### src/rtl/calc_pkg.sv
// Shared types and constants for the calculator display controller.
// Op codes, FSM states, digit enables and the 7-segment table.
package calc_pkg;

  localparam logic [1:0] OP_ZERO = 2'b00;
  localparam logic [1:0] OP_ADD  = 2'b01;
  localparam logic [1:0] OP_SUB  = 2'b10;
  localparam logic [1:0] OP_MUL  = 2'b11;

  localparam int CONV_CYCLES = 8;

  typedef enum logic [1:0] {
    ST_IDLE,
    ST_CALC,
    ST_CONV,
    ST_SHOW
  } state_t;

  localparam logic [3:0] SEL_OFF  = 4'b1111;
  localparam logic [3:0] SEL_THOU = 4'b1110;
  localparam logic [3:0] SEL_HUND = 4'b1101;
  localparam logic [3:0] SEL_TENS = 4'b1011;
  localparam logic [3:0] SEL_ONES = 4'b0111;

  localparam logic [6:0] SEG_BLANK = 7'b1111111;

  // Active-low segments, bit 6 = g ... bit 0 = a.
  function automatic logic [6:0] seg7(
    input logic [3:0] d
  );
    logic [6:0] s;
    s = SEG_BLANK;
    case (d)
      4'd0:    s = 7'b1000000;
      4'd1:    s = 7'b1111001;
      4'd2:    s = 7'b0100100;
      4'd3:    s = 7'b0110000;
      4'd4:    s = 7'b0011001;
      4'd5:    s = 7'b0010010;
      4'd6:    s = 7'b0000010;
      4'd7:    s = 7'b1111000;
      4'd8:    s = 7'b0000000;
      4'd9:    s = 7'b0010000;
      default: s = SEG_BLANK;
    endcase
    return s;
  endfunction

endpackage

### src/rtl/bin2bcd_seq.sv
// Sequential shift-add-3 binary to BCD converter.
// One bit per cycle; valid pulses once after the last shift.
module bin2bcd_seq
  import calc_pkg::*;
(
  input  logic        clk,
  input  logic        rst_n,
  input  logic        load,
  input  logic [7:0]  bin,
  output logic [11:0] bcd,
  output logic        valid
);

  logic [19:0] r_sh;
  logic [2:0]  r_cnt;
  logic        r_busy;
  logic        r_valid;
  logic [19:0] w_adj;
  logic        w_last;

  function automatic logic [3:0] add3(
    input logic [3:0] n
  );
    return (n >= 4'd5) ? n + 4'd3 : n;
  endfunction

  always_comb begin
    w_adj         = r_sh;
    w_adj[19:16]  = add3(r_sh[19:16]);
    w_adj[15:12]  = add3(r_sh[15:12]);
    w_adj[11:8]   = add3(r_sh[11:8]);
  end

  assign w_last = (r_cnt == 3'(CONV_CYCLES - 1));

  always_ff @(posedge clk or negedge rst_n) begin
    if (!rst_n) begin
      r_sh    <= '0;
      r_cnt   <= '0;
      r_busy  <= 1'b0;
      r_valid <= 1'b0;
    end else begin
      r_valid <= 1'b0;
      if (load) begin
        r_sh   <= {12'd0, bin};
        r_cnt  <= '0;
        r_busy <= 1'b1;
      end else if (r_busy) begin
        r_sh  <= {w_adj[18:0], 1'b0};
        r_cnt <= r_cnt + 3'd1;
        if (w_last) begin
          r_busy  <= 1'b0;
          r_valid <= 1'b1;
        end
      end
    end
  end

  assign bcd   = r_sh[19:8];
  assign valid = r_valid;

endmodule

### src/rtl/calc_disp_ctrl.sv
// 4-bit calculator with BCD conversion and a multiplexed
// four-digit 7-segment display.
module calc_disp_ctrl
  import calc_pkg::*;
#(
  parameter int SCAN_W = 16
) (
  input  logic       clk,
  input  logic       rst_n,
  input  logic       start,
  input  logic [3:0] a,
  input  logic [3:0] b,
  input  logic [1:0] op,
  output logic       busy,
  output logic       done,
  output logic [7:0] result,
  output logic       sign_out,
  output logic [3:0] seg_sel,
  output logic [6:0] seg_out
);

  state_t r_state;
  state_t w_next;

  logic [3:0]        r_a;
  logic [3:0]        r_b;
  logic [1:0]        r_op;
  logic [2:0]        r_cnt;
  logic [7:0]        r_result;
  logic              r_sign;
  logic [SCAN_W-1:0] r_pre;
  logic [1:0]        r_idx;

  logic        w_accept;
  logic        w_cnt_last;
  logic        w_show;
  logic [7:0]  w_alu;
  logic        w_neg;
  logic [11:0] w_bcd;
  logic        w_valid;
  logic [3:0]  w_digit;

  assign w_show   = (r_state == ST_SHOW);
  assign w_accept = start &&
                    (r_state == ST_IDLE || w_show);
  assign w_cnt_last =
    (r_cnt == 3'(CONV_CYCLES - 1));

  always_comb begin
    w_next = r_state;
    unique case (r_state)
      ST_IDLE: if (w_accept) w_next = ST_CALC;
      ST_CALC: w_next = ST_CONV;
      ST_CONV: if (w_cnt_last) w_next = ST_SHOW;
      ST_SHOW: if (w_accept) w_next = ST_CALC;
      default: w_next = ST_IDLE;
    endcase
  end

  always_comb begin
    w_alu = '0;
    w_neg = 1'b0;
    unique case (r_op)
      OP_ADD: w_alu = {4'd0, r_a} + {4'd0, r_b};
      OP_SUB: begin
        if (r_a < r_b) begin
          w_alu = {4'd0, r_b - r_a};
          w_neg = 1'b1;
        end else begin
          w_alu = {4'd0, r_a - r_b};
        end
      end
      OP_MUL: w_alu = {4'd0, r_a} * {4'd0, r_b};
      default: w_alu = '0;
    endcase
  end

  always_ff @(posedge clk or negedge rst_n) begin
    if (!rst_n) begin
      r_state  <= ST_IDLE;
      r_a      <= '0;
      r_b      <= '0;
      r_op     <= OP_ZERO;
      r_cnt    <= '0;
      r_result <= '0;
      r_sign   <= 1'b0;
    end else begin
      r_state <= w_next;
      if (w_accept) begin
        r_a  <= a;
        r_b  <= b;
        r_op <= op;
      end
      if (r_state == ST_CALC) begin
        r_result <= w_alu;
        r_sign   <= w_neg;
        r_cnt    <= '0;
      end else if (r_state == ST_CONV) begin
        r_cnt <= r_cnt + 3'd1;
      end
    end
  end

  // Scan counters idle at zero outside SHOW, so entry starts on digit 0.
  always_ff @(posedge clk or negedge rst_n) begin
    if (!rst_n) begin
      r_pre <= '0;
      r_idx <= '0;
    end else if (!w_show) begin
      r_pre <= '0;
      r_idx <= '0;
    end else begin
      r_pre <= r_pre + 1'b1;
      if (&r_pre) r_idx <= r_idx + 2'd1;
    end
  end

  bin2bcd_seq u_bcd (
    .clk   (clk),
    .rst_n (rst_n),
    .load  (r_state == ST_CALC),
    .bin   (w_alu),
    .bcd   (w_bcd),
    .valid (w_valid)
  );

  always_comb begin
    w_digit = 4'd0;
    seg_sel = SEL_OFF;
    seg_out = SEG_BLANK;
    if (w_show) begin
      unique case (r_idx)
        2'd0: begin
          seg_sel = SEL_THOU;
          w_digit = 4'd0;
        end
        2'd1: begin
          seg_sel = SEL_HUND;
          w_digit = w_bcd[11:8];
        end
        2'd2: begin
          seg_sel = SEL_TENS;
          w_digit = w_bcd[7:4];
        end
        default: begin
          seg_sel = SEL_ONES;
          w_digit = w_bcd[3:0];
        end
      endcase
      seg_out = seg7(w_digit);
    end
  end

  assign busy     = (r_state == ST_CALC) ||
                    (r_state == ST_CONV);
  assign done     = w_show && w_valid;
  assign result   = r_result;
  assign sign_out = r_sign;

endmodule

### config.mk
export PLATFORM = sky130hd
export DESIGN_NAME = calc_disp_ctrl
export DESIGN_NICKNAME = d
export VERILOG_FILES = /design/src/rtl/calc_pkg.sv /design/src/rtl/bin2bcd_seq.sv /design/src/rtl/calc_disp_ctrl.sv
export SDC_FILE = /design/constraint.sdc
export NUM_CORES = 1
export LEC_CHECK = 0
export ABC_AREA = 1
export BUFFER_PORTS_ARGS = -buffer_cell sky130_fd_sc_hd__buf_2
export CORE_MARGIN = 3
export CORE_UTILIZATION = 50
export CTS_CLUSTER_DIAMETER = 40
export CTS_CLUSTER_SIZE = 20
export DETAILED_ROUTE_END_ITERATION = 10
export PLACE_DENSITY = 0.68
export SKIP_LAST_GASP = 1
export SYNTH_ARGS = -nofsm -noshare
export SYNTH_HDL_FRONTEND = slang
export SYNTH_SLANG_ARGS = --single-unit
### constraint.sdc
create_clock -name clk -period 8.7 [get_ports clk]
set_clock_uncertainty 0.1 [all_clocks]
set_input_delay 0.435 -clock clk [delete_from_list [all_inputs] [get_ports clk]]
set_output_delay 0.435 -clock clk [all_outputs]
set_load 0.01 [all_outputs]
==> summary.txt, run 1 <==
Outcome
  • Outcome: finished, final reports clean

Floorplanning
  • Die Y: 100 um
  • Cell row count: 33
  • Die width: roughly 100 um
  • Initial core utilization: a little over half
  • I/O pins: 35
  • Die area: roughly 0.01 sq mm
  • Core Area: 0.00838 sq mm

Timing
  • Fmax: between 300 and 400 MHz
  • Worst Tran Pin Value: 0.871 ns
  • RSZ-0062 raised after global routing: false
  • Setup TNS: 0 ns
  • Max_slew headroom: 41.9%
  • Min Hold Slack: 0.155 ns
  • Tcrit/Tclk final: 36.7%
  • Max-slew violations: 0
  • Final Hold Fails: 0
  • # setup viols final: 0
  • Final min period: ~3.2 ns

Worst setup path
  • Startpoint types: flop
  • Cell chain of the critical path: inv_1, ha_1, inv_1, o22ai_1, o21ai_0, ha_1, or2_1, nand3_1, nand2_1, buf_2
  • Crit. End Element: output port
  • Worst path required time: between 8 and 9 ns
  • Critical path type: flop to output port
  • Top delay family on crit path: adder cells
  • R2R setup slack: ~5.7 ns
  • Crit-path slowest cell: o21ai_0
  • R2r startpoint: r_a[1]$_DFFE_PN0P_
  • R2r worst-path depth: 10
  • Worst EP arrival: 2.66 ns
  • Bufs and invs on worst path: 3
  • Reg-to-Reg End: u_bcd.r_sh[6]$_DFFE_PN0P_
  • Crit-path max FO: 5
  • Crit-path max cell delay: just under 0.5 ns

Layout
  • Final #Nets: around 660
  • Commonest non-fill, non-tap cell in the layout: nand2_1
  • Most frequent cells in the layout: nand2_1 (131), inv_1 (80), dfrtp_1 (67), ha_1 (49), nor2_1 (36)
  • Layout cell share with drive strength beyond 1: 13.5%
  • Antenna Cells: 0
  • Fill count: about 770
  • Area grow syn2layout: 11.0%

Global route
  • Largest net degree at the start of global routing: 68
  • Initial antenna violation count: 0
  • Overflow after GRT: 0
  • First-pass GRT wire length: around 16 mm
  • GRT Util Overall: 19.8%
  • Vias in the first global route: approximately 3600

Power
  • P_leak: ~2.6 nW
  • Peak supply drop: ~0.00024 V
  • PwrDens: 386 mW/mm^2
  • Tot Pwr: around 0.0019 W

CTS
  • CTS resizes: 0
  • Sink Count: 67
  • CTS clk-pin slew, worst paths: 0.08 ns
  • Clock Latency Late Sink: ~0.35 ns
  • Root buf cell: clkbuf_8
  • CTS hold repair buffers: 0
  • Setup Buffers After CTS: 0
  • Total CTS buffers: 9
  • CTS tree: built
  • Clock tree buffer depth: 2
  • Htree depth: 3

Synthesis
  • Seq/Total Area, Yosys: 38.0%
  • Post-Syn Area: 0.00442 sq mm
  • Ys flop type: dfrtp_1
  • YS warnings: 0
  • Post-synth EDFFs: 0
  • Ys async rst share: 100%
  • Syn avg cell area: between 8 and 9 sq um
  • Mapped Cells: 549
  • Syn Nets: a little over 600
  • Synth Area in Simple Gates: 21.8%
  • Yosys reg bits: 67
  • Synth cell types: 39
  • Main combinational cell family by area after synthesis: simple AND/OR/NAND/NOR gates
  • Multiplexer share of the synthesized area: less than 1%
  • Area share of fa/ha/maj cells after synthesis: between 15 and 20%
  • Synth Area in Compound Gates: about an eighth
  • Fraction of synthesized cell area in xor and xnor cells: under 10%

Placed design
  • Routability congestion estimate: about 0.90
  • Port buffer count: 34
  • DPL Wire Length: between 6 and 7 mm

Detailed routing
  • Met2 WL: approximately 4.3 mm
  • WL/cell: ~13 um
  • Via Count: 3614
  • Met3 wire length: 319 um
  • Total routed wirelength: between 8 and 9 mm
  • Top Metal Used: met4
  • Router iterations before antenna repair: 4
  • Wl on met1: ~4 mm
  • Via density: slightly above 5
  • Drt drc: 0
  • Antenna-violating nets left: 0
  • Initial DRC Count: about 120

Hold path
  • Worst hold path type: input pin to async pin

Job
  • Max-capacitance violation count: 0
==> power breakdown <==
part           switching [W]  internal, W  leakage, nW
Clock               0.000129     0.000161        0.106
Combinational       0.000671     0.000440         1.62
Sequential         0.0000852     0.000405        0.866
==> synth_stat cells, drive strengths merged (4+ instances only) <==
cell type	instances	area, sq um
fa	7	140
nor2	39	159
a22o	4	35.0
ha	49	613
buf	9	53.8
o21ai	34	185
dfrtp	67	1680
inv	86	323
nor3	6	46.3
o211ai	4	30.0
nand2	132	498
or2	7	43.8
nand4	4	25.0
xor2	8	70.1
nand3	34	175
o22ai	10	62.6
a21oi	35	186
==> worst reg2reg max path, delay by kind of cell, from the launching register on <==
kind / cells / cell delay [ns]
simple gates: 6 / 0.60
flops: 1 / 0.54
fa+ha+maj: 3 / 1.50
compound gates: 1 / 0.15
==> per-layer routing <==
| metal | up-vias | GRT usage (%) |
|---|---|---|
| li1 | 1831 | - |
| met1 | 1704 | 25.5 |
| met2 | 64 | 33.8 |
| met3 | 15 | 3.61 |
| met4 | 0 | 6.63 |
| met5 | - | 0 |
==> flip-flops by register name, indices dropped and copies added (netlist names) <==
name / cells
r_op: 2
r_a: 4
sign_out: 1
r_pre: 16
r_state: 2
r_idx: 2
r_b: 4
r_cnt: 3
u_bcd.r_busy: 1
u_bcd.valid: 1
u_bcd.r_cnt: 3
result: 8
u_bcd.r_sh: 20
==> through the flow <==
stage / util, % / instances / worst slack, ns / cell area [sq um]
floorplan: - / 549 / 5.91 / 4420
global placement: 55.9 / 681 / 5.79 / 4690
detailed placement: 55.9 / 681 / 5.69 / 4690
CTS: 58.5 / 696 / 5.47 / 4900
global route: 58.5 / 696 / 5.24 / 4900
finish: 58.5 / 696 / 5.51 / 4900
==> logic make-up after synthesis <==
| family | count (synthesis) |
|---|---|
| and+or+nand+nor | 224 |
| buffers and inverters | 99 |
| adders and majority gates | 56 |
| DFF | 67 |
| AOI/OAI and AO/OA | 93 |
| muxes | 1 |
| xor gates and xnor gates | 9 |
==> final cells by class <==
type	count	area (sq um)	share of cell area, %
well taps	105	131	2.68
flip-flops and latches	67	1680	34.2
clock inverters	6	90.1	1.84
clock buffers	9	124	2.53
multi-input cells	383	2350	47.9
repair buffers	38	200	4.09
inverters	88	330	6.74
==> worst max path at each step <==
stage	startpoint	end	slack, ns	depth (start not counted)
2_1_floorplan	r_a[1]$_DFFE_PN0P_	u_bcd.r_sh[7]$_DFFE_PN0P_	5.91	10
3_3_place_gp	r_a[1]$_DFFE_PN0P_	u_bcd.r_sh[6]$_DFFE_PN0P_	5.79	10
3_5_place_dp	r_a[1]$_DFFE_PN0P_	u_bcd.r_sh[6]$_DFFE_PN0P_	5.69	10
4_1_cts	r_idx[0]$_DFFE_PN0P_	seg_out[3]	5.47	10
5_1_grt	r_idx[0]$_DFFE_PN0P_	seg_out[0]	5.24	12
6_report	r_idx[0]$_DFFE_PN0P_	seg_out[3]	5.51	10
No activity file was read; power rests on OpenSTA's default activity.
==> run 2, diff against run 1 <==
--- a/config.mk
+++ b/config.mk
@@ -12,7 +12,7 @@
 export CTS_CLUSTER_DIAMETER = 40
 export CTS_CLUSTER_SIZE = 20
 export DETAILED_ROUTE_END_ITERATION = 10
-export PLACE_DENSITY = 0.68
+export PLACE_DENSITY = 0.71
 export SKIP_LAST_GASP = 1
 export SYNTH_ARGS = -nofsm -noshare
 export SYNTH_HDL_FRONTEND = slang
==> constraint.sdc (replaced) <==
create_clock -name clk -period 2.6 [get_ports clk]
set_clock_uncertainty 0.1 [all_clocks]
set_input_delay 0.13 -clock clk [delete_from_list [all_inputs] [get_ports clk]]
set_output_delay 0.13 -clock clk [all_outputs]
set_load 0.01 [all_outputs]
==> summary.txt, run 2 (same netlist as run 1, synthesis figures left out) <==
Timing
  • RSZ-0062 raised after global routing: true
  • Fmax: between 300 and 400 MHz
  • Final min period: ~2.7 ns
  • Tcrit/Tclk final: 104%
  • # setup viols final: 7
  • Max-slew violations: 0
  • PnR worst setup slack: -0.0930 ns
  • Worst Tran Pin Value: a little under 0.6 ns
  • Max_slew headroom: about three fifths
  • Min Hold Slack: roughly 0.066 ns
  • Final Hold Fails: 0

Power
  • Tot Pwr: 0.00695 W
  • Cell internal pwr: 0.00371 W
  • PwrDens: roughly 1300 mW/mm^2
  • P_leak: approximately 2.8 nW
  • Seq pwr share: about 23%
  • Share of total power in combinational logic: between 60% and 70%
  • Clock power share: roughly an eighth
  • Peak supply drop: about 0.0008 V
  • Net Sw Frac: a little under half
  • P_sw: 0.00324 W

Worst setup path
  • R2r worst-path depth: 10
  • Bufs and invs on worst path: 0
  • Crit. End Element: flop
  • Crit-path max FO: 3
  • Cell chain of the critical path: nand2_2, fa_1, fa_1, fa_2, nor2_4, nor2_2, o21bai_1, or2_4, nand3_2, nand2_1
  • Crit-path max cell delay: between 0.5 and 0.6 ns
  • Critical path type: flop to flop
  • R2r startpoint: r_a[2]$_DFFE_PN0P_
  • Crit-path slowest cell: fa_1
  • Reg-to-Reg End: result[6]$_DFFE_PN0P_
  • Worst EP arrival: slightly below 3 ns
  • Startpoint types: flop
  • R2R setup slack: -0.09 ns
  • Most common cell on crit path: fa_1
  • Top delay family on crit path: adder cells
  • Worst path required time: ~2.8 ns

Floorplanning
  • Cell row count: 33
  • Core Area: 0.00838 sq mm
  • Die Y: around 100 um
  • Initial core utilization: between 50% and 60%
  • Die width: approximately 100 um
  • I/O pins: 35
  • Die area: approximately 0.01 sq mm

Global route
  • Vias in the first global route: about 3700
  • Largest net degree at the start of global routing: 27
  • Initial antenna violation count: 0
  • First-pass GRT wire length: about 17 mm
  • GRT Util Overall: 20.4%
  • Overflow after GRT: 0

Layout
  • Register area: ~0.0017 sq mm
  • Cell area after layout: approximately 0.0053 sq mm
  • Most frequent cells in the layout: nand2_1 (128), inv_1 (74), dfrtp_1 (63), ha_1 (40)
  • Area grow syn2layout: 20.6%
  • Finished Layout Cells: between 700 and 800
  • Commonest non-fill, non-tap cell in the layout: nand2_1
  • Multi-input logic area: about 0.0025 sq mm
  • Final #Nets: 695
  • Max reg flops: 20
  • Layout cell share with drive strength beyond 1: 21.7%
  • Antenna Cells: 0
  • Fill count: 734
  • Largest register by flop count: u_bcd.r_sh

Placed design
  • Area after DPL: roughly 0.0048 sq mm
  • Pre-CTS setup slack: -0.0951 ns
  • DPL Wire Length: between 7 and 8 mm
  • Dpl cells: ~700
  • Port buffer count: 34
  • Routability congestion estimate: between 0.9 and 1

CTS
  • Sink Count: 67
  • Clock tree buffer depth: 2
  • Total CTS buffers: 9
  • Root buf cell: clkbuf_8
  • CTS clk-pin slew, worst paths: approximately 0.08 ns
  • Clock Latency Late Sink: around 0.36 ns
  • CTS tree: built
  • Htree depth: 3

Detailed routing
  • Drt drc: 0
  • Initial DRC Count: 155
  • WL/cell: ~13 um
  • Via density: approximately 5.1
  • Total routed wirelength: a little under 10 mm
  • Antenna-violating nets left: 0
  • Router iterations before antenna repair: 4
  • Via Count: around 3700

Hold path
  • WHS Endpoint: r_state[1]$_DFFE_PN0P_
  • Worst hold path type: input pin to flop
  • Beginning of the worst hold path: start
  • Worst Hold Depth: 4

Job
  • Max-capacitance violation count: 0

Outcome
  • Outcome: complete, but fails checks
  • Failing checks: negative setup slack
==> run 2: per-layer routing <==
| metal | vias to the layer above | track usage (%) | wire length [um] |
|---|---|---|---|
| met3 | 13 | 4.79 | 419 |
| met2 | 81 | 33.9 | 4600 |
| met1 | 1733 | 27.0 | 4480 |
| met5 | - | 0 | 0 |
| met4 | 0 | 5.18 | 132 |
| li1 | 1922 | - | - |
==> run 2: what timing repair did <==
action,CTS,global route
pin swaps,3,11
hold buffers,11,0
setup endpoints to repair,10,14
setup buffers,4,8
resized for setup,11,17
hold endpoints to repair,32,0
==> run 2: power groups by stage <==
stage | Sequential [W] | Clock [W] | Combinational, W
after floorplan | 0.00162 | 0 | 0.00297
after global placement | 0.00161 | 0 | 0.00394
after detailed placement | 0.00162 | 0 | 0.00408
after CTS | 0.00161 | 0.000882 | 0.00432
after global routing | 0.00165 | 0.000932 | 0.00513
final | 0.00161 | 0.000871 | 0.00447
==> run 2: worst max path at each step <==
stage,from,cells past startpoint,slack [ns],endpoint
3_3_place_gp,r_b[2]$_DFFE_PN0P_,10,-0.04,u_bcd.r_sh[7]$_DFFE_PN0P_
3_5_place_dp,r_b[2]$_DFFE_PN0P_,10,-0.1,u_bcd.r_sh[7]$_DFFE_PN0P_
5_1_grt,r_a[2]$_DFFE_PN0P_,10,-0.22,result[6]$_DFFE_PN0P_
4_1_cts,r_b[1]$_DFFE_PN0P_,10,-0.1,result[3]$_DFFE_PN0P_
6_report,r_a[2]$_DFFE_PN0P_,10,-0.09,result[6]$_DFFE_PN0P_
2_1_floorplan,r_a[1]$_DFFE_PN0P_,10,-0.02,u_bcd.r_sh[7]$_DFFE_PN0P_
==> run 2: tightest hold or removal path: cells and delay by family <==
family          cells  cell delay, ns
simple gates        1            0.07
compound gates      2            0.19
buf+inv             1            0.09
==> run 2: per-stage QoR <==
stage / setup TNS, ns / utilization (%)
final: -0.313 / 63.5
after CTS: -0.310 / 62.2
after detailed placement: -0.398 / 57.7
after floorplan: -0.0212 / -
after global placement: -0.105 / 57.7
after global routing: -1.40 / 63.5
==> run 2: layout make-up <==
cell class,instances,area share [%]
sequential,67,31.6
clock inverter,6,1.20
inverter,88,6.25
multi-input combinational,383,46.3
clock buffer,10,2.40
tap,105,2.47
timing repair buffer,77,9.85
==> run 3, diff against run 2 <==
--- a/config.mk
+++ b/config.mk
@@ -13,6 +13,7 @@
 export CTS_CLUSTER_SIZE = 20
 export DETAILED_ROUTE_END_ITERATION = 10
 export PLACE_DENSITY = 0.71
+export SKIP_CTS_REPAIR_TIMING = 1
 export SKIP_LAST_GASP = 1
 export SYNTH_ARGS = -nofsm -noshare
 export SYNTH_HDL_FRONTEND = slang
==> summary.txt, run 3 (same netlist as run 1, synthesis figures left out) <==
Placed design
  • DPL Wire Length: around 7 mm
  • Port buffer count: 34
  • Pre-CTS setup slack: -0.0951 ns
  • Routability congestion estimate: slightly above 0.9
  • Dpl cells: roughly 700

Layout
  • Final #Nets: 685
  • Register area: ~0.0017 sq mm
  • Most frequent cells in the layout: nand2_1 (127), inv_1 (76), dfrtp_1 (63), ha_1 (43), nor2_1 (35)
  • Antenna Cells: 0
  • Multi-input logic area: about 0.0025 sq mm
  • Max reg flops: 20
  • Finished Layout Cells: slightly above 700
  • Area grow syn2layout: 18.6%
  • Commonest non-fill, non-tap cell in the layout: nand2_1
  • Largest register by flop count: u_bcd.r_sh
  • Layout cell share with drive strength beyond 1: about a fifth
  • Final Util: a little over three fifths
  • Fill count: 753

Detailed routing
  • Drt drc: 0
  • Initial DRC Count: roughly 180
  • Router iterations before antenna repair: 4
  • Via density: ~5.1
  • Via Count: approximately 3700
  • Total routed wirelength: around 9.6 mm
  • Antenna-violating nets left: 0
  • WL/cell: approximately 13 um

Timing
  • Max_slew headroom: 61.3%
  • Tcrit/Tclk final: 104%
  • PnR worst setup slack: -0.103 ns
  • Worst Tran Pin Value: 0.580 ns
  • Setup TNS: -0.522 ns
  • Fmax: 370 MHz
  • # setup viols final: 6
  • Max-slew violations: 0
  • Min Hold Slack: -0.0303 ns
  • Final Hold Fails: 1
  • Final min period: ~2.7 ns
  • RSZ-0062 raised after global routing: true

Worst setup path
  • Critical path origin: r_a[2]$_DFFE_PN0P_
  • Startpoint types: flop
  • Critical path type: flop to flop
  • R2r startpoint: r_a[2]$_DFFE_PN0P_
  • Crit-path max cell delay: roughly 0.57 ns
  • Crit. End Element: flop
  • Worst EP arrival: ~2.9 ns
  • Most common cell on crit path: nand2_1
  • Bufs and invs on worst path: 1
  • Top delay family on crit path: adder cells
  • Cell chain of the critical path: nand2_2, fa_1, fa_1, fa_2, or2_4, nand2_2, inv_2, nand2_1, nand2_1, nand2_1
  • Crit-path max FO: 4
  • Crit-path slowest cell: fa_1
  • Worst path required time: 2.79 ns

Global route
  • Initial antenna violation count: 0
  • Largest net degree at the start of global routing: 27
  • Vias in the first global route: 3616
  • Overflow after GRT: 0
  • GRT Util Overall: around a fifth
  • First-pass GRT wire length: roughly 16 mm

Outcome
  • Failing checks: negative hold slack, negative setup slack
  • Outcome: complete, but fails checks

CTS
  • Total CTS buffers: 9
  • Clock Latency Late Sink: roughly 0.35 ns
  • CTS clk-pin slew, worst paths: about 0.070 ns
  • Sink Count: between 60 and 70
  • Htree depth: 3
  • Clock tree buffer depth: 2
  • CTS tree: built
  • Root buf cell: clkbuf_8

Floorplanning
  • Die Y: ~100 um
  • Initial core utilization: around 53%
  • I/O pins: 35
  • Cell row count: 33
  • Core Area: about 0.0084 sq mm
  • Die width: 100 um
  • Die area: around 0.01 sq mm

Power
  • Tot Pwr: about 0.0069 W
  • Peak supply drop: around 0.00083 V
  • PwrDens: between 1000 and 1500 mW/mm^2
  • P_leak: approximately 2.7 nW

Hold path
  • Beginning of the worst hold path: a[1]
  • Worst hold path type: input pin to flop

Job
  • Max-capacitance violation count: 0
[run 3: changes by cell type in the layout (fill, tap and decap cells not counted), sizes merged]
cell	before	now
dlygate4sd3	11	10
buf	66	57
[run 3: final cells by class]
class / instances / share of cell area [%]
Sequential cell: 67 / 32.1
Clock inverter: 6 / 1.22
Timing Repair Buffer: 67 / 8.45
Inverter: 88 / 6.35
Tap cell: 105 / 2.51
Clock buffer: 10 / 2.44
Multi-Input combinational cell: 383 / 46.9
[run 3: per-layer routing]
layer  vias up  track usage (%)  wire, um
met5         -                0         0
met4         0             5.08       139
met3        15             4.86       386
met2        79             32.4      4550
met1      1726             26.7      4510
li1       1901                -         -
[run 3: path summary, 6_finish.rpt]
| path | slack, ns | cells past startpoint | endpoint |
|---|---|---|---|
| worst max-delay path | -0.10 | 10 | result[3]$_DFFE_PN0P_ |
| worst min-delay path | -0.03 | 3 | r_a[1]$_DFFE_PN0P_ |
| worst max register to register | -0.10 | 10 | result[3]$_DFFE_PN0P_ |
| worst min register to register | 0.37 | 1 | r_pre[0]$_DFF_PN0_ |
| max in group asynchronous | 1.41 | 3 | r_idx[1]$_DFFE_PN0P_ |
| min in group asynchronous | 0.21 | 2 | u_bcd.r_sh[10]$_DFFE_PN0P_ |
[run 3: per-stage QoR]
| step | hold slack (ns) | cell area [sq um] |
|---|---|---|
| after global routing | 0.00788 | 5240 |
| after detailed placement | 0.0591 | 4830 |
| after CTS | -0.316 | 5020 |
| after floorplan | -0.266 | 4440 |
| final | -0.0303 | 5240 |
| after global placement | 0.0540 | 4830 |
[run 3: worst min-delay path: cells and delay by family]
| family | cells | cell delay [ns] |
|---|---|---|
| buffers and inverters | 1 | 0.10 |
| AOI/OAI and AO/OA | 1 | 0.06 |
| and+or+nand+nor | 1 | 0.10 |
[run 3: where the power goes]
part	leakage [nW]	internal [W]	switching (W)
registers	0.861	0.00136	0.000255
logic	1.77	0.00187	0.00258
clock network	0.0927	0.000443	0.000426
total	2.72	0.00367	0.00326
